File: config.mk
export PLATFORM = sky130hd
export DESIGN_NAME = bus_copy_flat
export DESIGN_NICKNAME = d
export VERILOG_FILES = /design/src/rtl/bus_copy_if.sv /design/src/rtl/bus_copy.sv /design/src/flat_wrapper.sv
export SDC_FILE = /design/constraint.sdc
export NUM_CORES = 1
export LEC_CHECK = 0
export CAP_MARGIN = 20
export CORE_ASPECT_RATIO = 2
export CORE_MARGIN = 2
export CORE_UTILIZATION = 35
export CTS_CLUSTER_DIAMETER = 40
export DETAILED_ROUTE_END_ITERATION = 8
export PLACE_DENSITY_LB_ADDON = 0.05
export REMOVE_ABC_BUFFERS = 1
export SKIP_CTS_REPAIR_TIMING = 1
export SLEW_MARGIN = 20
export SYNTH_ARGS = -nofsm -noshare
export SYNTH_HDL_FRONTEND = slang
export SYNTH_SLANG_ARGS = --single-unit
File: constraint.sdc
create_clock -name clk -period 7.01 [get_ports clk]
set_input_delay 0.701 -clock clk [delete_from_list [all_inputs] [get_ports clk]]
set_output_delay 0.701 -clock clk [all_outputs]
set_load 0.01 [all_outputs]
File: src/rtl/bus_copy_if.sv
// bus_copy_if -- signal bundle for the bus_copy word-copy engine.
//
// Groups the control handshake (start/abort/src/dst/len/busy/done/count)
// and the initiator-side bus (read/write/address/dout/din) into one bundle.
//   modport master : view used by bus_copy (drives control status and bus requests)
//   modport slave  : view used by the controller / bus responder
// Optional macro BUS_COPY_FILL_EN adds the fill and fill_data inputs.
interface bus_copy_if #(
  parameter int ADDR_W = 32,
  parameter int DATA_W = 32,
  parameter int LEN_W  = 16
);
  logic              start;
  logic              abort;
  logic [ADDR_W-1:0] src;
  logic [ADDR_W-1:0] dst;
  logic [LEN_W-1:0]  len;
  logic              busy;
  logic              done;
  logic [LEN_W-1:0]  count;
  logic              read;
  logic              write;
  logic [ADDR_W-1:0] address;
  logic [DATA_W-1:0] dout;
  logic [DATA_W-1:0] din;
`ifdef BUS_COPY_FILL_EN
  logic              fill;
  logic [DATA_W-1:0] fill_data;

  modport master (
    input  start, abort, src, dst, len, din, fill, fill_data,
    output busy, done, count, read, write, address, dout
  );
  modport slave (
    output start, abort, src, dst, len, din, fill, fill_data,
    input  busy, done, count, read, write, address, dout
  );
`else
  modport master (
    input  start, abort, src, dst, len, din,
    output busy, done, count, read, write, address, dout
  );
  modport slave (
    output start, abort, src, dst, len, din,
    input  busy, done, count, read, write, address, dout
  );
`endif
endinterface

File: src/rtl/bus_copy.sv
// bus_copy -- bus-initiator word copy engine.
//
// Copies len words from src to dst, one bus request per cycle, alternating
// READ and WRITE (2 cycles per word, 2N+1 busy cycles including FIN).
// Ports:
//   clk  : clock, all state changes on the rising edge
//   rst  : asynchronous active-high reset
//   bus  : bus_copy_if.master -- start/abort/src/dst/len in, busy/done/count
//          out, read/write/address/dout out, din in
// Optional macro BUS_COPY_FILL_EN: adds fill/fill_data; a fill copy skips the
// READ phase and writes fill_data to len consecutive destinations, 1 cycle
// per word.
module bus_copy #(
  parameter int ADDR_W = 32,
  parameter int DATA_W = 32,
  parameter int LEN_W  = 16,
  parameter int STEP   = 4
) (
  input logic       clk,
  input logic       rst,
  bus_copy_if.master bus
);

  typedef enum logic [1:0] {IDLE, READ, WRITE, FIN} state_t;

  localparam logic [ADDR_W-1:0] STEP_A = ADDR_W'(STEP);

  state_t            state_q,   state_d;
  logic [ADDR_W-1:0] src_ptr_q, src_ptr_d;
  logic [ADDR_W-1:0] dst_ptr_q, dst_ptr_d;
  logic [LEN_W-1:0]  len_q,     len_d;
  logic [LEN_W-1:0]  count_q,   count_d;
  // address/dout are registered so they stay stable for the whole request
  // cycle and keep their last value while idle.
  logic [ADDR_W-1:0] address_q, address_d;
  logic [DATA_W-1:0] dout_q,    dout_d;
  logic              last_word;
`ifdef BUS_COPY_FILL_EN
  logic              fill_q,    fill_d;
`endif

  // count_q < len_q always holds in WRITE, so the increment cannot overflow.
  assign last_word = !((count_q + LEN_W'(1)) < len_q);

  always_comb begin
    state_d   = state_q;
    src_ptr_d = src_ptr_q;
    dst_ptr_d = dst_ptr_q;
    len_d     = len_q;
    count_d   = count_q;
    address_d = address_q;
    dout_d    = dout_q;
`ifdef BUS_COPY_FILL_EN
    fill_d    = fill_q;
`endif

    case (state_q)
      IDLE: begin
        // abort is deliberately ignored here: start+abort still starts.
        if (bus.start) begin
          src_ptr_d = bus.src;
          dst_ptr_d = bus.dst;
          len_d     = bus.len;
          count_d   = '0;
`ifdef BUS_COPY_FILL_EN
          fill_d    = bus.fill;
`endif
          if (bus.len == '0) begin
            state_d = FIN;
`ifdef BUS_COPY_FILL_EN
          end else if (bus.fill) begin
            state_d   = WRITE;
            address_d = bus.dst;
            dout_d    = bus.fill_data;
`endif
          end else begin
            state_d   = READ;
            address_d = bus.src;
          end
        end
      end

      READ: begin
        src_ptr_d = src_ptr_q + STEP_A;
        if (bus.abort) begin
          // The read completes on the bus but its data is discarded, so dout
          // keeps showing the last word actually written.
          state_d = FIN;
        end else begin
          dout_d    = bus.din;
          state_d   = WRITE;
          address_d = dst_ptr_q;
        end
      end

      WRITE: begin
        dst_ptr_d = dst_ptr_q + STEP_A;
        count_d   = count_q + LEN_W'(1);
        if (bus.abort || last_word) begin
          state_d = FIN;
`ifdef BUS_COPY_FILL_EN
        end else if (fill_q) begin
          state_d   = WRITE;
          address_d = dst_ptr_q + STEP_A;
`endif
        end else begin
          state_d   = READ;
          address_d = src_ptr_q;
        end
      end

      FIN: begin
        state_d = IDLE;
      end

      default: begin
        state_d = IDLE;
      end
    endcase
  end

  always_ff @(posedge clk or posedge rst) begin
    if (rst) begin
      state_q   <= IDLE;
      src_ptr_q <= '0;
      dst_ptr_q <= '0;
      len_q     <= '0;
      count_q   <= '0;
      address_q <= '0;
      dout_q    <= '0;
`ifdef BUS_COPY_FILL_EN
      fill_q    <= 1'b0;
`endif
    end else begin
      state_q   <= state_d;
      src_ptr_q <= src_ptr_d;
      dst_ptr_q <= dst_ptr_d;
      len_q     <= len_d;
      count_q   <= count_d;
      address_q <= address_d;
      dout_q    <= dout_d;
`ifdef BUS_COPY_FILL_EN
      fill_q    <= fill_d;
`endif
    end
  end

  // Request strobes decode straight from the state register so reset clears
  // them immediately without waiting for a clock edge.
  assign bus.busy    = (state_q != IDLE);
  assign bus.done    = (state_q == FIN);
  assign bus.read    = (state_q == READ);
  assign bus.write   = (state_q == WRITE);
  assign bus.address = address_q;
  assign bus.dout    = dout_q;
  assign bus.count   = count_q;

endmodule

File: src/flat_wrapper.sv
// flat-port wrapper written by rule: the top's interface ports become plain ports
module bus_copy_flat 
#(
  parameter int ADDR_W = 32,
  parameter int DATA_W = 32,
  parameter int LEN_W  = 16,
  parameter int STEP   = 4
)
  (clk, rst, bus_start, bus_abort, bus_src, bus_dst, bus_len, bus_din, bus_busy, bus_done, bus_count, bus_read, bus_write, bus_address, bus_dout);
  bus_copy_if #(.ADDR_W(ADDR_W), .DATA_W(DATA_W), .LEN_W(LEN_W)) bus_i ();
  input logic clk;
  input logic rst;
  input wire logic [$bits(bus_i.start)-1:0] bus_start;
  input wire logic [$bits(bus_i.abort)-1:0] bus_abort;
  input wire logic [$bits(bus_i.src)-1:0] bus_src;
  input wire logic [$bits(bus_i.dst)-1:0] bus_dst;
  input wire logic [$bits(bus_i.len)-1:0] bus_len;
  input wire logic [$bits(bus_i.din)-1:0] bus_din;
  output wire logic [$bits(bus_i.busy)-1:0] bus_busy;
  output wire logic [$bits(bus_i.done)-1:0] bus_done;
  output wire logic [$bits(bus_i.count)-1:0] bus_count;
  output wire logic [$bits(bus_i.read)-1:0] bus_read;
  output wire logic [$bits(bus_i.write)-1:0] bus_write;
  output wire logic [$bits(bus_i.address)-1:0] bus_address;
  output wire logic [$bits(bus_i.dout)-1:0] bus_dout;
  assign bus_i.start = bus_start;
  assign bus_i.abort = bus_abort;
  assign bus_i.src = bus_src;
  assign bus_i.dst = bus_dst;
  assign bus_i.len = bus_len;
  assign bus_i.din = bus_din;
  assign bus_busy = bus_i.busy;
  assign bus_done = bus_i.done;
  assign bus_count = bus_i.count;
  assign bus_read = bus_i.read;
  assign bus_write = bus_i.write;
  assign bus_address = bus_i.address;
  assign bus_dout = bus_i.dout;
  bus_copy #(.ADDR_W(ADDR_W), .DATA_W(DATA_W), .LEN_W(LEN_W), .STEP(STEP)) u_core (.clk(clk), .rst(rst), .bus(bus_i));
endmodule
Yosys cells after proc, flatten, opt, wreduce, memory -nomap -nowiden:

Index checks and enable logic that the tools add are counted.

* register bits: 162
* input bits: 116
* output and inout bits: 84

* add/sub/neg operators: 3
* order comparisons: 1
* equality and inequality tests: 7
* muxes and demuxes: 16
* bitwise operators: 1
* reductions and logical operators: 13

Operators by type and width (number)
* two-way mux 32 bit: 6
* one-hot mux 32 bit (2 select lines): 2
* one-hot mux 32 bit (3 select lines): 1
* adder 32 x 3 -> 32 bit, second input constant: 2
* one-hot mux 16 bit (2 select lines): 1
* adder 16 x 1 -> 16 bit, second input constant: 1
* zero test 16 bit: 1
* < comparator 16 bit: 1
* two-way mux 16 bit: 1
* inequality test 2 bit, second input constant: 4
* one-hot mux 2 bit (4 select lines): 1
* AND reduction 2 bit: 4
* two-way mux 2 bit: 3
* nonzero test 2 bit: 3
* AND reduction 5 bit: 1
* == test 2 bit, second input constant: 2
* nonzero test 3 bit: 1
* == test 2 x 1 -> 1 bit, second input constant: 1
* zero test 2 bit: 1
* zero test 1 bit: 1
* logical OR 1 bit: 1
* two-way mux 1 bit: 1
* NOT 1 bit: 1

Logic depth before layout (Yosys ltp):

* depth in word-level cells: 6
* mapped depth: 12
* depth with buffers taken out: 11

Worst setup path before layout:

No wires, ideal clock.

* kind: register to register
* from: register u_core.count_q[0], in the netlist u_core.bus.count[0]
* to: register u_core.address_q[0], in the netlist u_core.bus.address[0]
* setup time: 125 ps
* data arrival time: 3083 ps
* required time: 6885 ps
* slack: 3802 ps
* cell stages (with the launch flop): 13
* buffers on the path: 1
* clock period less this slack: 3208 ps
* path through: dfrtp_1 > ha_1 > nand3_1 > nor3_1 > nand2_1 > xnor2_1 > ha_1 > nand4_1 > a2111oi_0 > a32oi_2 > nand4_4 > buf_6 > mux2_4

* word-level cells in the longest chain between the ends: 6

RTL lines
* start, declared: RTL line bus_copy.sv:32 `logic [LEN_W-1:0] count_q, count_d;`
* start signal, assigned: RTL line bus_copy.sv:139 `count_q <= count_d;`
* adder 16 x 1 -> 16 bit: RTL line bus_copy.sv:43 `assign last_word = !((count_q + LEN_W'(1)) < len_q);`
* < comparator 16 bit: RTL line bus_copy.sv:43
* zero test 1 bit: RTL line bus_copy.sv:43
* logical OR 1 bit: RTL line bus_copy.sv:99 `if (bus.abort || last_word) begin`
* inequality test 2 bit (no line)
* AND reduction 5 bit (no line)
* end signal, assigned: RTL line bus_copy.sv:140 `address_q <= address_d;`
* end, declared: RTL line bus_copy.sv:35 `logic [ADDR_W-1:0] address_q, address_d;`

No other way between the ends.
A chain may end at the register's enable or synchronous reset.

Worst setup path in the final report:

* from: register u_core.count_q[0], in the netlist u_core.bus.count[0]
* to: register u_core.address_q[23], in the netlist u_core.bus.address[23]

The elaborated chain is that of the path after synthesis.

==> out/qor.csv <==
stage;metric;value;unit
status;status;completed;
synthesis;synth_area;9075;um^2
synthesis;ys_types;55;
setup_path;path_cells;ha_1 > nand3_1 > nor3_1 > nand4_1 > xnor2_1 > ha_1 > a211oi_1 > o21ai_0 > a22oi_1 > nand4_4 > mux2_4;
finish;multiInputGateArea;4688;um^2
floorplan;core;25550;um^2
synthesis;synth-edff-count;0;
drt;routed_wl;28800;um
drt;wl_per_cell;20.02;um
finish;drive_gt1_frac;0.1292;
floorplan;start_util;0.3552;
setup_path;slowest_stage;nand4_4;
setup_path;path_common_cell;ha_1;
finish;fillCellCount;2471;
setup_path;r2r_start;u_core.bus.count[0];
synthesis;synthArstFlopShare;1.000;
drt;firstDrtPassIters;4;
setup_path;crit_fanout;32;
floorplan;ios;200;
finish;final_cell_mix;clkdlybuf4s50_1 (199), dfrtp_1 (162), a21oi_1 (91);
placement;port-buffer-count;199;
synthesis;synthCells;921;
clock_tree;ctsLongestPathBuffers;2;
setup_path;r2r_setup_slack;2.73;ns
worst_hold_path;hold_class;reg2reg;
setup_path;crit_cells;11;
timing;slew_headroom;0.3043;
timing;skew;0.008587;ns
synthesis;synthFlopType;dfrtp_1;
setup_path;cp_top_family;simple AND/OR/NAND/NOR gates;
floorplan;die_area;27310;um^2
setup_path;endpoint;u_core.bus.address[23];
power_and_ir_drop;p_leak;4.965;nW
timing;setup_viol;0;
timing;worst_pin_slew;1.040;ns
grt;grt_overflow;0;
floorplan;die_y;231.7;um
run;cap_violations;0;
finish;nets;1225;
drt;drc;0;
power_and_ir_drop;power_density;489.9;nW/um^2
drt;vias_per_cell;5.432;
finish;seq_area;4054;um^2
grt;grt_pass1_vias;7950;
clock_tree;cts_made_buffers;17;
placement;place_congestion;0.8021;
timing;min_period_over_period;0.6101;
timing;drv_slew;0;
setup_path;max_stage_delay;0.81;ns
timing;fin_ws;2.733;ns
synthesis;synth_top_area_share;0.4467;
placement;dpl_cell_area;11380;um^2
timing;setup_tns;0;ns
power_and_ir_drop;total_power;0.005867;W
setup_path;end_kind;flip-flop;
power_and_ir_drop;ir_worst_vdd;282.4;uV
setup_path;worstSetupStartpointType;flip-flop;
floorplan;floorplan.die.width;117.9;um
setup_path;crit_start;u_core.bus.count[0];
setup_path;crit_arrival;4.61;ns
setup_path;path_buf_inv;0;
grt;grt_max_degree;65;
finish;final_common_cell;clkdlybuf4s50_1;
clock_tree;ctsHtreeMaxLevel;4;
finish;syn_to_final_growth;31.95;%
synthesis;yosysTopAreaCell;dfrtp_1;
drt;detail-route-antenna-nets;0;
timing;rsz0062_at_grt;false;
grt;grt_antenna_before_repair;0;
finish;final_area;11970;um^2
setup_path;critical_path_class;reg2reg;
synthesis;ys_warn_count;0;
clock_tree;path_clk_slew;0.07;ns
floorplan;rows;83;
finish;antenna_cells;0;
grt;grt_use_total;0.2131;
finish;final_core_util;0.4687;
synthesis;yosysSeqAreaShare;0.4467;
synthesis;synth_seq_cells;162;
clock_tree;cts.sinks;162;
clock_tree;clock-root-buffer;clkbuf_16;
synthesis;synth_area_leaders;dfrtp_1 (45%), mux2_2 (6.3%), a21oi_1 (5.0%);
clock_tree;clk-insertion-delay-late;0.45;ns
grt;grt_first_pass_wirelength;44800;um
synthesis;synth.avg_cell_area;9.853;um^2
placement;place_hpwl;20230;um
drt;drtIter0Drc;358;
timing;fmax;233.8;MHz
setup_path;worstPathRequired;7.34;ns
timing;finalCriticalPeriod;4.277;ns
clock_tree;cts_tree;built;
placement;dp_slack;2.680;ns
setup_path;rr_worst_depth;11;
drt;vias;7816;
timing;hold_viol_final;0;
setup_path;r2r-end;u_core.bus.address[23];
[registers in the layout, indices dropped and copies added, names as in the netlist]
register,flops
u_core.bus.address,32
u_core.bus.dout,32
u_core.dst_ptr_q,32
u_core.src_ptr_q,32
u_core.bus.count,16
u_core.len_q,16
u_core.state_q,2
[layer usage]
metal,GRT usage,up-vias,wire [um]
li1,-,3764,-
met1,0.2301,3825,10740
met2,0.4024,194,15980
met3,0.04764,33,1410
met5,0,-,0
met4,0.07718,0,666
[logic make-up after synthesis]
logic type | share of synthesized area
AO/OA/AOI/OAI | 0.1948
AND/OR/NAND/NOR | 0.1354
flip-flops | 0.4467
multiplexers | 0.1339
buffers and inverters | 0.04398
adder cells (fa/ha/maj) | 0.03171
XOR/XNOR | 0.01351
[synthesized netlist by cell type, types with 2 or more instances]
library cell / instances
buf_6: 3
nor4_1: 5
buf_1: 5
dfrtp_1: 162
o31ai_1: 6
xnor2_1: 10
o211ai_1: 3
and4_1: 5
nor2_1: 62
mux2_2: 51
o22a_1: 10
nand2_1: 67
nor3_1: 7
mux2i_1: 19
a32o_1: 7
a22o_1: 3
nand4_1: 28
inv_1: 30
o2bb2a_1: 6
o21ai_0: 43
and3_1: 18
or3_1: 7
xor2_1: 4
clkbuf_1: 49
nand3_1: 39
a2bb2oi_1: 5
a22oi_1: 40
o22ai_1: 34
mux2_4: 30
buf_2: 10
ha_1: 23
and2_1: 5
a211o_1: 2
a21oi_1: 91
a41oi_1: 8
nor4_2: 2
a31oi_1: 4
[power by group]
group	leakage (nW)	switching (W)	total [W]	internal, W
logic	2.75	0.00156	0.00309	0.00153
registers	1.93	0.000424	0.00182	0.00140
clock network	0.282	0.000452	0.000959	0.000507
[how the worst min path moves through the flow]
stage | from | end | slack [ns] | cells past startpoint
5_1_grt | u_core.dst_ptr_q[1] | u_core.dst_ptr_q[1] | 0.52 | 2
2_1_floorplan | u_core.src_ptr_q[0] | u_core.src_ptr_q[0] | 0.45 | 2
4_1_cts | u_core.dst_ptr_q[1] | u_core.dst_ptr_q[1] | 0.49 | 2
6_report | u_core.dst_ptr_q[1] | u_core.dst_ptr_q[1] | 0.50 | 2
3_5_place_dp | u_core.dst_ptr_q[1] | u_core.dst_ptr_q[1] | 0.48 | 2
3_3_place_gp | u_core.src_ptr_q[0] | u_core.src_ptr_q[0] | 0.47 | 2
[cell type report]
type / count / share of cell area
clock buffer: 17 / 0.03553
clock inverter: 15 / 0.01390
inverter: 30 / 0.009822
multi-input combinational: 662 / 0.3915
sequential: 162 / 0.3386
tap: 340 / 0.03553
timing repair buffer: 213 / 0.1751
[worst reg2reg max path, cell delays in order, from the launching register on]
cell and delay (ns):
dfrtp_1 0.46, ha_1 0.22, nand3_1 0.14, nor3_1 0.68
nand4_1 0.24, xnor2_1 0.17, ha_1 0.18, a211oi_1 0.20
o21ai_0 0.12, a22oi_1 0.33, nand4_4 0.81, mux2_4 0.61
[stage by stage]
| step | instances | hold WS [ns] |
|---|---|---|
| detailed placement | 1407 | 0.4779 |
| global placement | 1407 | 0.4677 |
| global route | 1439 | 0.5165 |
| floorplan | 854 | 0.4502 |
| finish | 1439 | 0.4966 |
| CTS | 1439 | 0.4947 |
Note: power is estimated with default switching activity, not from simulation.
